[src/rtl/decode_pkg.sv]
// decode_pkg: opcode/funct constants, ALU control encodings and the control
// bundle shared by the decode stage and its register file.
package decode_pkg;

  localparam int XLEN      = 32;
  localparam int REG_AW    = 5;
  localparam int NUM_REGS  = 32;
  localparam int ALU_CTR_W = 3;

  // Primary opcodes (instruction[31:26])
  localparam logic [5:0] OP_RTYPE = 6'h00;
  localparam logic [5:0] OP_ORI   = 6'h0D;
  localparam logic [5:0] OP_LW    = 6'h23;
  localparam logic [5:0] OP_SW    = 6'h2B;
  localparam logic [5:0] OP_BEQ   = 6'h04;

  // R-type function codes (instruction[5:0])
  localparam logic [5:0] FN_ADD = 6'h20;
  localparam logic [5:0] FN_SUB = 6'h22;
  localparam logic [5:0] FN_AND = 6'h24;
  localparam logic [5:0] FN_OR  = 6'h25;
  localparam logic [5:0] FN_SLT = 6'h2A;

  typedef enum logic [ALU_CTR_W-1:0] {
    ALU_ADD = 3'b000,
    ALU_SUB = 3'b001,
    ALU_AND = 3'b010,
    ALU_OR  = 3'b011,
    ALU_SLT = 3'b100
  } alu_ctr_t;

  // Datapath control carried alongside the decoded instruction
  typedef struct packed {
    logic     reg_dst;
    logic     alu_src;
    logic     mem_write;
    logic     mem_to_reg;
    logic     reg_write;
    logic     ext_op;
    logic     illegal;
    alu_ctr_t alu_ctr;
  } ctrl_t;

  // Sign- or zero-extend a 16-bit immediate to XLEN bits
  function automatic logic [XLEN-1:0] extend_imm(input logic [15:0] imm,
                                                 input logic        sign_ext);
    extend_imm = sign_ext ? {{(XLEN-16){imm[15]}}, imm} : {{(XLEN-16){1'b0}}, imm};
  endfunction

endpackage

[src/rtl/reg_file_32.sv]
// reg_file_32: 32x32 register file, two combinational read ports, one write
// port. $0 always reads zero and ignores writes. Asynchronous active-low reset
// clears every register. Optional macro DECODE_WB_BYPASS_EN forwards same-cycle
// write data to the read ports; without it a read returns the pre-write value.
module reg_file_32
  import decode_pkg::*;
(
  input  logic              clk,
  input  logic              rst_n,
  input  logic [REG_AW-1:0] rs_addr,
  input  logic [REG_AW-1:0] rt_addr,
  output logic [XLEN-1:0]   rs_data,
  output logic [XLEN-1:0]   rt_data,
  input  logic              wb_en,
  input  logic [REG_AW-1:0] wb_addr,
  input  logic [XLEN-1:0]   wb_data
);

  logic [XLEN-1:0]   regs_reg [NUM_REGS];
  logic [REG_AW-1:0] rd_addr  [2];
  logic [XLEN-1:0]   rd_data  [2];

  assign rd_addr[0] = rs_addr;
  assign rd_addr[1] = rt_addr;
  assign rs_data    = rd_data[0];
  assign rt_data    = rd_data[1];

  genvar gi;

  // One storage register per entry; entry 0 is never written so it stays zero
  for (gi = 0; gi < NUM_REGS; gi++) begin : g_reg
    always_ff @(posedge clk or negedge rst_n) begin
      if (!rst_n)
        regs_reg[gi] <= '0;
      else if (wb_en && (wb_addr != '0) && (wb_addr == REG_AW'(gi)))
        regs_reg[gi] <= wb_data;
    end
  end

  // Read ports: $0 forced to zero, optional same-cycle forwarding of write data
  for (gi = 0; gi < 2; gi++) begin : g_rd
    always_comb begin
      if (rd_addr[gi] == '0)
        rd_data[gi] = '0;
`ifdef DECODE_WB_BYPASS_EN
      else if (wb_en && (wb_addr == rd_addr[gi]))
        rd_data[gi] = wb_data;
`endif
      else
        rd_data[gi] = regs_reg[rd_addr[gi]];
    end
  end

endmodule

[src/rtl/decode_stage.sv]
// decode_stage: registered instruction decode with valid/ready handshake,
// operand read, immediate extension, beq resolution and a writeback port.
// Optional macro DECODE_WB_BYPASS_EN (in reg_file_32) forwards same-cycle
// writeback data to operands read at the acceptance edge.
module decode_stage
  import decode_pkg::*;
#(
  parameter logic [31:0] RESET_PC_TAG = 32'h0000_0000
) (
  input  logic                 clk,
  input  logic                 rst_n,
  input  logic                 in_valid,
  output logic                 in_ready,
  input  logic [31:0]          instruction,
  output logic                 out_valid,
  input  logic                 out_ready,
  output logic [31:0]          out_instr,
  output logic [XLEN-1:0]      rs_data,
  output logic [XLEN-1:0]      rt_data,
  output logic [XLEN-1:0]      ext_imm,
  output logic [REG_AW-1:0]    rw_addr,
  output logic                 reg_dst,
  output logic                 alu_src,
  output logic                 mem_write,
  output logic                 mem_to_reg,
  output logic                 reg_write,
  output logic                 ext_op,
  output logic [ALU_CTR_W-1:0] alu_ctr,
  output logic                 npc_sel,
  output logic                 illegal,
  input  logic                 wb_en,
  input  logic [REG_AW-1:0]    wb_addr,
  input  logic [XLEN-1:0]      wb_data
);

  // Instruction fields
  logic [5:0]        opcode;
  logic [5:0]        funct;
  logic [REG_AW-1:0] rs_field;
  logic [REG_AW-1:0] rt_field;
  logic [REG_AW-1:0] rd_field;
  logic [15:0]       imm16;

  assign opcode   = instruction[31:26];
  assign rs_field = instruction[25:21];
  assign rt_field = instruction[20:16];
  assign rd_field = instruction[15:11];
  assign funct    = instruction[5:0];
  assign imm16    = instruction[15:0];

  // Operands as seen at the acceptance edge
  logic [XLEN-1:0] rf_rs_data;
  logic [XLEN-1:0] rf_rt_data;

  reg_file_32 u_reg_file (
    .clk     (clk),
    .rst_n   (rst_n),
    .rs_addr (rs_field),
    .rt_addr (rt_field),
    .rs_data (rf_rs_data),
    .rt_data (rf_rt_data),
    .wb_en   (wb_en),
    .wb_addr (wb_addr),
    .wb_data (wb_data)
  );

  ctrl_t             ctrl_next;
  logic              is_beq;
  logic              npc_next;
  logic [REG_AW-1:0] rw_addr_next;
  logic [XLEN-1:0]   ext_imm_next;

  // Decoder: control bundle from opcode/funct; illegal encodings never write or branch
  always_comb begin
    ctrl_next         = '0;
    ctrl_next.alu_ctr = ALU_ADD;
    is_beq            = 1'b0;
    case (opcode)
      OP_RTYPE: begin
        ctrl_next.reg_dst   = 1'b1;
        ctrl_next.reg_write = 1'b1;
        case (funct)
          FN_ADD:  ctrl_next.alu_ctr = ALU_ADD;
          FN_SUB:  ctrl_next.alu_ctr = ALU_SUB;
          FN_AND:  ctrl_next.alu_ctr = ALU_AND;
          FN_OR:   ctrl_next.alu_ctr = ALU_OR;
          FN_SLT:  ctrl_next.alu_ctr = ALU_SLT;
          default: ctrl_next.illegal = 1'b1;
        endcase
      end
      OP_ORI: begin
        ctrl_next.alu_src   = 1'b1;
        ctrl_next.reg_write = 1'b1;
        ctrl_next.alu_ctr   = ALU_OR;
      end
      OP_LW: begin
        ctrl_next.alu_src    = 1'b1;
        ctrl_next.mem_to_reg = 1'b1;
        ctrl_next.reg_write  = 1'b1;
        ctrl_next.ext_op     = 1'b1;
      end
      OP_SW: begin
        ctrl_next.alu_src   = 1'b1;
        ctrl_next.mem_write = 1'b1;
        ctrl_next.ext_op    = 1'b1;
      end
      OP_BEQ: begin
        ctrl_next.alu_ctr = ALU_SUB;
        ctrl_next.ext_op  = 1'b1;
        is_beq            = 1'b1;
      end
      default: ctrl_next.illegal = 1'b1;
    endcase
    if (ctrl_next.illegal) begin
      ctrl_next.reg_write = 1'b0;
      ctrl_next.mem_write = 1'b0;
    end
  end

  assign npc_next     = is_beq && !ctrl_next.illegal && (rf_rs_data == rf_rt_data);
  assign rw_addr_next = ctrl_next.reg_dst ? rd_field : rt_field;
  assign ext_imm_next = extend_imm(imm16, ctrl_next.ext_op);

  // Handshake: single output register, accept when empty or being drained
  logic accept;
  logic out_valid_reg;

  assign in_ready = !out_valid_reg || out_ready;
  assign accept   = in_valid && in_ready;

  // Valid flag: set on accept, cleared when consumed without a replacement
  always_ff @(posedge clk or negedge rst_n) begin
    if (!rst_n)
      out_valid_reg <= 1'b0;
    else if (accept)
      out_valid_reg <= 1'b1;
    else if (out_ready)
      out_valid_reg <= 1'b0;
  end

  logic [31:0]       instr_reg;
  logic [XLEN-1:0]   rs_data_reg;
  logic [XLEN-1:0]   rt_data_reg;
  logic [XLEN-1:0]   ext_imm_reg;
  logic [REG_AW-1:0] rw_addr_reg;
  ctrl_t             ctrl_reg;
  logic              npc_reg;

  // Bundle register: captured only on accept, otherwise held (covers stalls)
  always_ff @(posedge clk or negedge rst_n) begin
    if (!rst_n) begin
      instr_reg   <= RESET_PC_TAG;
      rs_data_reg <= '0;
      rt_data_reg <= '0;
      ext_imm_reg <= '0;
      rw_addr_reg <= '0;
      ctrl_reg    <= '0;
      npc_reg     <= 1'b0;
    end else if (accept) begin
      instr_reg   <= instruction;
      rs_data_reg <= rf_rs_data;
      rt_data_reg <= rf_rt_data;
      ext_imm_reg <= ext_imm_next;
      rw_addr_reg <= rw_addr_next;
      ctrl_reg    <= ctrl_next;
      npc_reg     <= npc_next;
    end
  end

  assign out_valid  = out_valid_reg;
  assign out_instr  = out_valid_reg ? instr_reg : RESET_PC_TAG;
  assign rs_data    = rs_data_reg;
  assign rt_data    = rt_data_reg;
  assign ext_imm    = ext_imm_reg;
  assign rw_addr    = rw_addr_reg;
  assign reg_dst    = ctrl_reg.reg_dst;
  assign alu_src    = ctrl_reg.alu_src;
  assign mem_write  = ctrl_reg.mem_write;
  assign mem_to_reg = ctrl_reg.mem_to_reg;
  assign reg_write  = ctrl_reg.reg_write;
  assign ext_op     = ctrl_reg.ext_op;
  assign alu_ctr    = ctrl_reg.alu_ctr;
  assign illegal    = ctrl_reg.illegal;
  // Branch request to fetch only while the bundle is actually valid
  assign npc_sel    = out_valid_reg && npc_reg;

endmodule

[config.mk]
export PLATFORM = sky130hd
export DESIGN_NAME = decode_stage
export DESIGN_NICKNAME = d
export VERILOG_FILES = /design/src/rtl/decode_pkg.sv /design/src/rtl/reg_file_32.sv /design/src/rtl/decode_stage.sv
export SDC_FILE = /design/constraint.sdc
export NUM_CORES = 2
export LEC_CHECK = 0
export ABC_AREA = 0
export CAP_MARGIN = 30
export CORE_UTILIZATION = 55
export CTS_BUF_LIST = sky130_fd_sc_hd__clkbuf_4
export DETAILED_ROUTE_END_ITERATION = 10
export GPL_TIMING_DRIVEN = 1
export PLACE_DENSITY = 0.79
export RECOVER_POWER = 100
export SLEW_MARGIN = 40
export SYNTH_ARGS = -nofsm -noshare
export SYNTH_HDL_FRONTEND = slang
export SYNTH_SLANG_ARGS = --single-unit
[constraint.sdc]
create_clock -name clk -period 7 [get_ports clk]
set_clock_uncertainty 0.15 [all_clocks]
set_input_delay 0.7 -clock clk [delete_from_list [all_inputs] [get_ports clk]]
set_output_delay 0.7 -clock clk [all_outputs]
set_load 0.005 [all_outputs]
==> flow_results.org <==
** Global routing
- The number of global-route vias before repair was between 40000 and 50000.
- Global routing consumed, over all layers together, a little over a third of the routing resources.
- Final global-route overflow total :: 0
- Maximum number of pins on one net before global-route repair :: approximately 160
- The first global-routing pass estimated around 280 mm of wire.
- Initial antenna violation count :: 10

** Status
- Violations in the final reports :: capacitance limit, slew limit
- The flow ran to the end, but the final reports show violations.

** Critical path
- Path depth of the worst reg2reg path :: 6
- Worst reg2reg endpoint :: npc_reg
- FF-to-FF Start :: out_valid
- CP max stage delay :: 1.98 ns
- Cell class contributing the biggest share of worst-path delay :: buffers and inverters
- Arrival time worst endpoint :: between 6 and 7 ns
- The worst setup path is of the in -> reg kind.
- Number of cells on the critical path :: 5
- List of cells traversed by the critical path :: dlygate4sd3_1, nand4_1, nor2_1, clkbuf_1, mux2_2
- Of all nets on the critical path, the largest fanout is 19.
- The slowest stage of the critical path belongs to the cell sky130_fd_sc_hd__clkbuf_1.
- Critical path startpoint category :: input port
- Setup crit end :: u_reg_file.regs_reg[11]
- Required time at the worst-slack endpoint :: ~8 ns
- For flop-to-flop paths, the worst setup slack is approximately 2.4 ns.
- In this run the worst setup path begins at wb_addr[1].
- Sort of element at the end of the critical path :: flip-flop
- Buffers & Inverters on Critical Path :: 2

** Place
- I/O Buffers :: approximately 220
- After legalization and detailed placement, the total HPWL measured 111 mm.
- The congestion estimate from routability-driven global placement came to 0.926.

** Finish
- Number of filler instances in the final layout :: slightly below 8000
- Largest register FFs :: 1024
- At the end of the flow, the number of nets in the layout was 4466.
- Layout overhead on the synthesized area :: 11.4%
- Layout cells sized above 1 :: between 40% and 50%

** STA
- For the pin with the worst max-slew slack, the measured transition is 4.49 ns.
- Headroom to the max-slew limit came out at -199%.
- In the final timing run, aggregate negative setup slack is 0 ns.
- Setup-violating endpoint count in the final report :: 0
- Timing would allow up to 189 MHz.
- The total count of max-transition violations in the final report is about 1600.
- Final period utilization :: 75.6%
- Final Critical Period :: ~5.3 ns
- Final hold violation count :: 0
- Setup repair after global routing left no endpoint under its margin.
- Post-Route Hold Slack :: 0.0687 ns

** Clocking
- Clock latency at the later pin of the worst-skew pair :: approximately 1.2 ns
- Counting every sink on the clock net gives about 1100.
- Post-CTS setup repair buffer count :: 0
- Number of buffers created by CTS :: roughly 310
- The cell sitting at the root of the clock tree is a sky130_fd_sc_hd__clkbuf_4.
- In this run, post-CTS repair resized a total of 0 instances.
- Clock-pin slew was measured on the worst setup and hold paths at approximately 0.07 ns.
- TritonCTS built the clock tree.
- CTS Buffer Depth :: 4
- The clock tree synthesis step divided the H-tree into 5 levels.

** Logic synthesis
- Syn Area/Cell :: about 14 um2
- In the synthesized netlist, the number of instances is roughly 4200.
- After synthesis the cells add up to 0.0594 mm2.
- After synthesis, the netlist uses just over 60 different library cells.
- After synthesis, the share of flip-flops with an asynchronous set or reset is 100%.
- The most used flip-flop cell after synthesis is sky130_fd_sc_hd__dfrtp_1.
- Sequential cells were found to cover between 40 and 50% of the synthesized design area.
- Area fraction of the dominant cell type after synthesis :: a little under half
- Yosys instantiated no cell more often than sky130_fd_sc_hd__dfrtp_1.
- The synthesized design contains 0 enable-type register cells.
- In the post-synthesis netlist, the biggest area contributors are sky130_fd_sc_hd__dfrtp_1 (48%), sky130_fd_sc_hd__mux4_2 (18%), sky130_fd_sc_hd__mux2_2 (16%).
- Most frequent cells after synthesis :: sky130_fd_sc_hd__dfrtp_1 (1138), sky130_fd_sc_hd__mux2_2 (831), sky130_fd_sc_hd__mux4_2 (462)
- Counting every net in the synthesized netlist gives ~4300.
- Yosys Warn Count :: 0
- In this run, synthesis produced a sequential element count of around 1100.
- The biggest area contributor in the post-synthesis netlist is sky130_fd_sc_hd__dfrtp_1.

** Floorplan
- Y dimension of the die :: approximately 330 um
- 220 I/O pins were placed.
- Core region area :: 0.107 mm2
- Die footprint :: roughly 0.11 mm2
- Number of placement rows :: 120
- Effective utilization at floorplan :: 55.5%
- Measured along the x axis, the die boundary spans about 330 um.

** Detailed routing
- Average vias per placed instance :: 6.93
- The pre-antenna-repair detailed-routing pass consisted of 6 iterations.
- After detailed routing, the number of remaining DRC violations is 0.
- Count of routing violations after the opening detailed-route iteration :: approximately 5400
- The final layout contains routed wiring with a total length of approximately 190 mm.
- Number of vias after detailed routing :: 41500
- The count of nets left with antenna violations once routing finished came out at 0.
- WL/cell :: approximately 32 um

** Power
- PwrDens :: roughly 280 mW/mm2
- Largest vdd supply drop :: between 0.15 and 0.2 mV
- In this run the static leakage power is roughly 29 nW.

** Run
- Max-Cap Viols :: 52

** Hold path
- Hold crit path type :: in -> reg
## cell families after synthesis
kind of cell	count (synthesis)	share of synthesized area [%]
compound gates	364	4.24
xor+xnor	32	0.472
buf+inv	496	3.85
flops	1138	48.0
mux	1648	39.7
simple gates	511	3.81
## power by group
group / internal [mW] / switching, mW / total [mW] / leakage, nW
clock network: 3.07 / 2.76 / 5.83 / 2.24
logic: 2.26 / 1.72 / 3.98 / 12.4
registers: 7.81 / 0.955 / 8.76 / 14.6
total: 13.1 / 5.44 / 18.6 / 29.2
## metrics by stage
step	setup slack (ns)	instances	total power, mW	util (%)	cell area (um2)
2_1_floorplan	3.58	4189	11.3	-	59400
3_3_place_gp	2.33	5411	12.6	58.0	62100
3_5_place_dp	2.29	5422	12.8	58.2	62300
4_1_cts	3.45	5980	18.6	62.1	66500
5_1_grt	1.93	5988	19.3	61.8	66200
6_report	1.71	5995	18.6	61.8	66200
## layout by cell type (no fill, tap or decap), types with 9 or more instances in the layout
cell and instances:
sky130_fd_sc_hd__a211oi_1 20, sky130_fd_sc_hd__o22ai_1 20, sky130_fd_sc_hd__buf_4 37, sky130_fd_sc_hd__o211ai_1 11, sky130_fd_sc_hd__inv_2 10, sky130_fd_sc_hd__nor2b_1 14
sky130_fd_sc_hd__o21ai_0 68, sky130_fd_sc_hd__and2_1 14, sky130_fd_sc_hd__clkdlybuf4s50_1 46, sky130_fd_sc_hd__o21ai_1 11, sky130_fd_sc_hd__dlygate4sd3_1 182, sky130_fd_sc_hd__clkbuf_1 45
sky130_fd_sc_hd__clkinv_1 41, sky130_fd_sc_hd__a221oi_1 33, sky130_fd_sc_hd__diode_2 9, sky130_fd_sc_hd__dfrtp_1 1138, sky130_fd_sc_hd__xor2_1 12, sky130_fd_sc_hd__nand2_1 313
sky130_fd_sc_hd__a21oi_1 54, sky130_fd_sc_hd__buf_2 35, sky130_fd_sc_hd__mux2_2 830, sky130_fd_sc_hd__and2_0 22, sky130_fd_sc_hd__clkbuf_4 451, sky130_fd_sc_hd__nor2_1 36
sky130_fd_sc_hd__nand3_1 26, sky130_fd_sc_hd__mux2_1 195, sky130_fd_sc_hd__a22oi_1 56, sky130_fd_sc_hd__nand4_1 10, sky130_fd_sc_hd__mux2i_1 161, sky130_fd_sc_hd__xnor2_1 20
sky130_fd_sc_hd__mux4_2 462, sky130_fd_sc_hd__buf_12 14, sky130_fd_sc_hd__nor3_1 23, sky130_fd_sc_hd__o221ai_1 39
## final cells by class
class / instances / area [um2] / area share (%)
multi-input combinational: 2555 / 28700 / 43.4
sequential: 1138 / 28500 / 43.0
timing repair buffer: 376 / 3460 / 5.23
clock buffer: 451 / 3390 / 5.12
tap: 1403 / 1760 / 2.65
clock inverter: 54 / 322 / 0.486
inverter: 9 / 36.3 / 0.0548
antenna: 9 / 22.5 / 0.0340
## routing by layer
layer,vias to the layer above,track usage [%],part of all wire [%]
li1,16300,-,-
met1,21600,47.0,37
met2,2989,51.7,45
met3,601,12.7,14
met4,10,16.5,4.7
met5,-,0,0.036
## worst min-delay path, cell delays in order
cell	delay, ns
sky130_fd_sc_hd__clkdlybuf4s50_1	0.52
sky130_fd_sc_hd__nand2_1	0.10
sky130_fd_sc_hd__nand2_1	0.05
## what timing repair did
action,4_1_cts,5_1_grt
hold buffers,53,0
endpoints found under the setup margin,0,0
endpoints found under the hold margin,1574,0
## worst min-delay path by stage
stage / from / end / depth (start not counted)
floorplan: rst_n / alu_ctr[0] / 0
global placement: u_reg_file.regs_reg[994] / u_reg_file.regs_reg[994] / 0
detailed placement: u_reg_file.regs_reg[994] / u_reg_file.regs_reg[994] / 0
CTS: instruction[3] / instr_reg[3] / 3
global route: instruction[14] / instr_reg[14] / 3
finish: instruction[28] / instr_reg[28] / 3
Note: power is estimated with default switching activity, not from simulation.
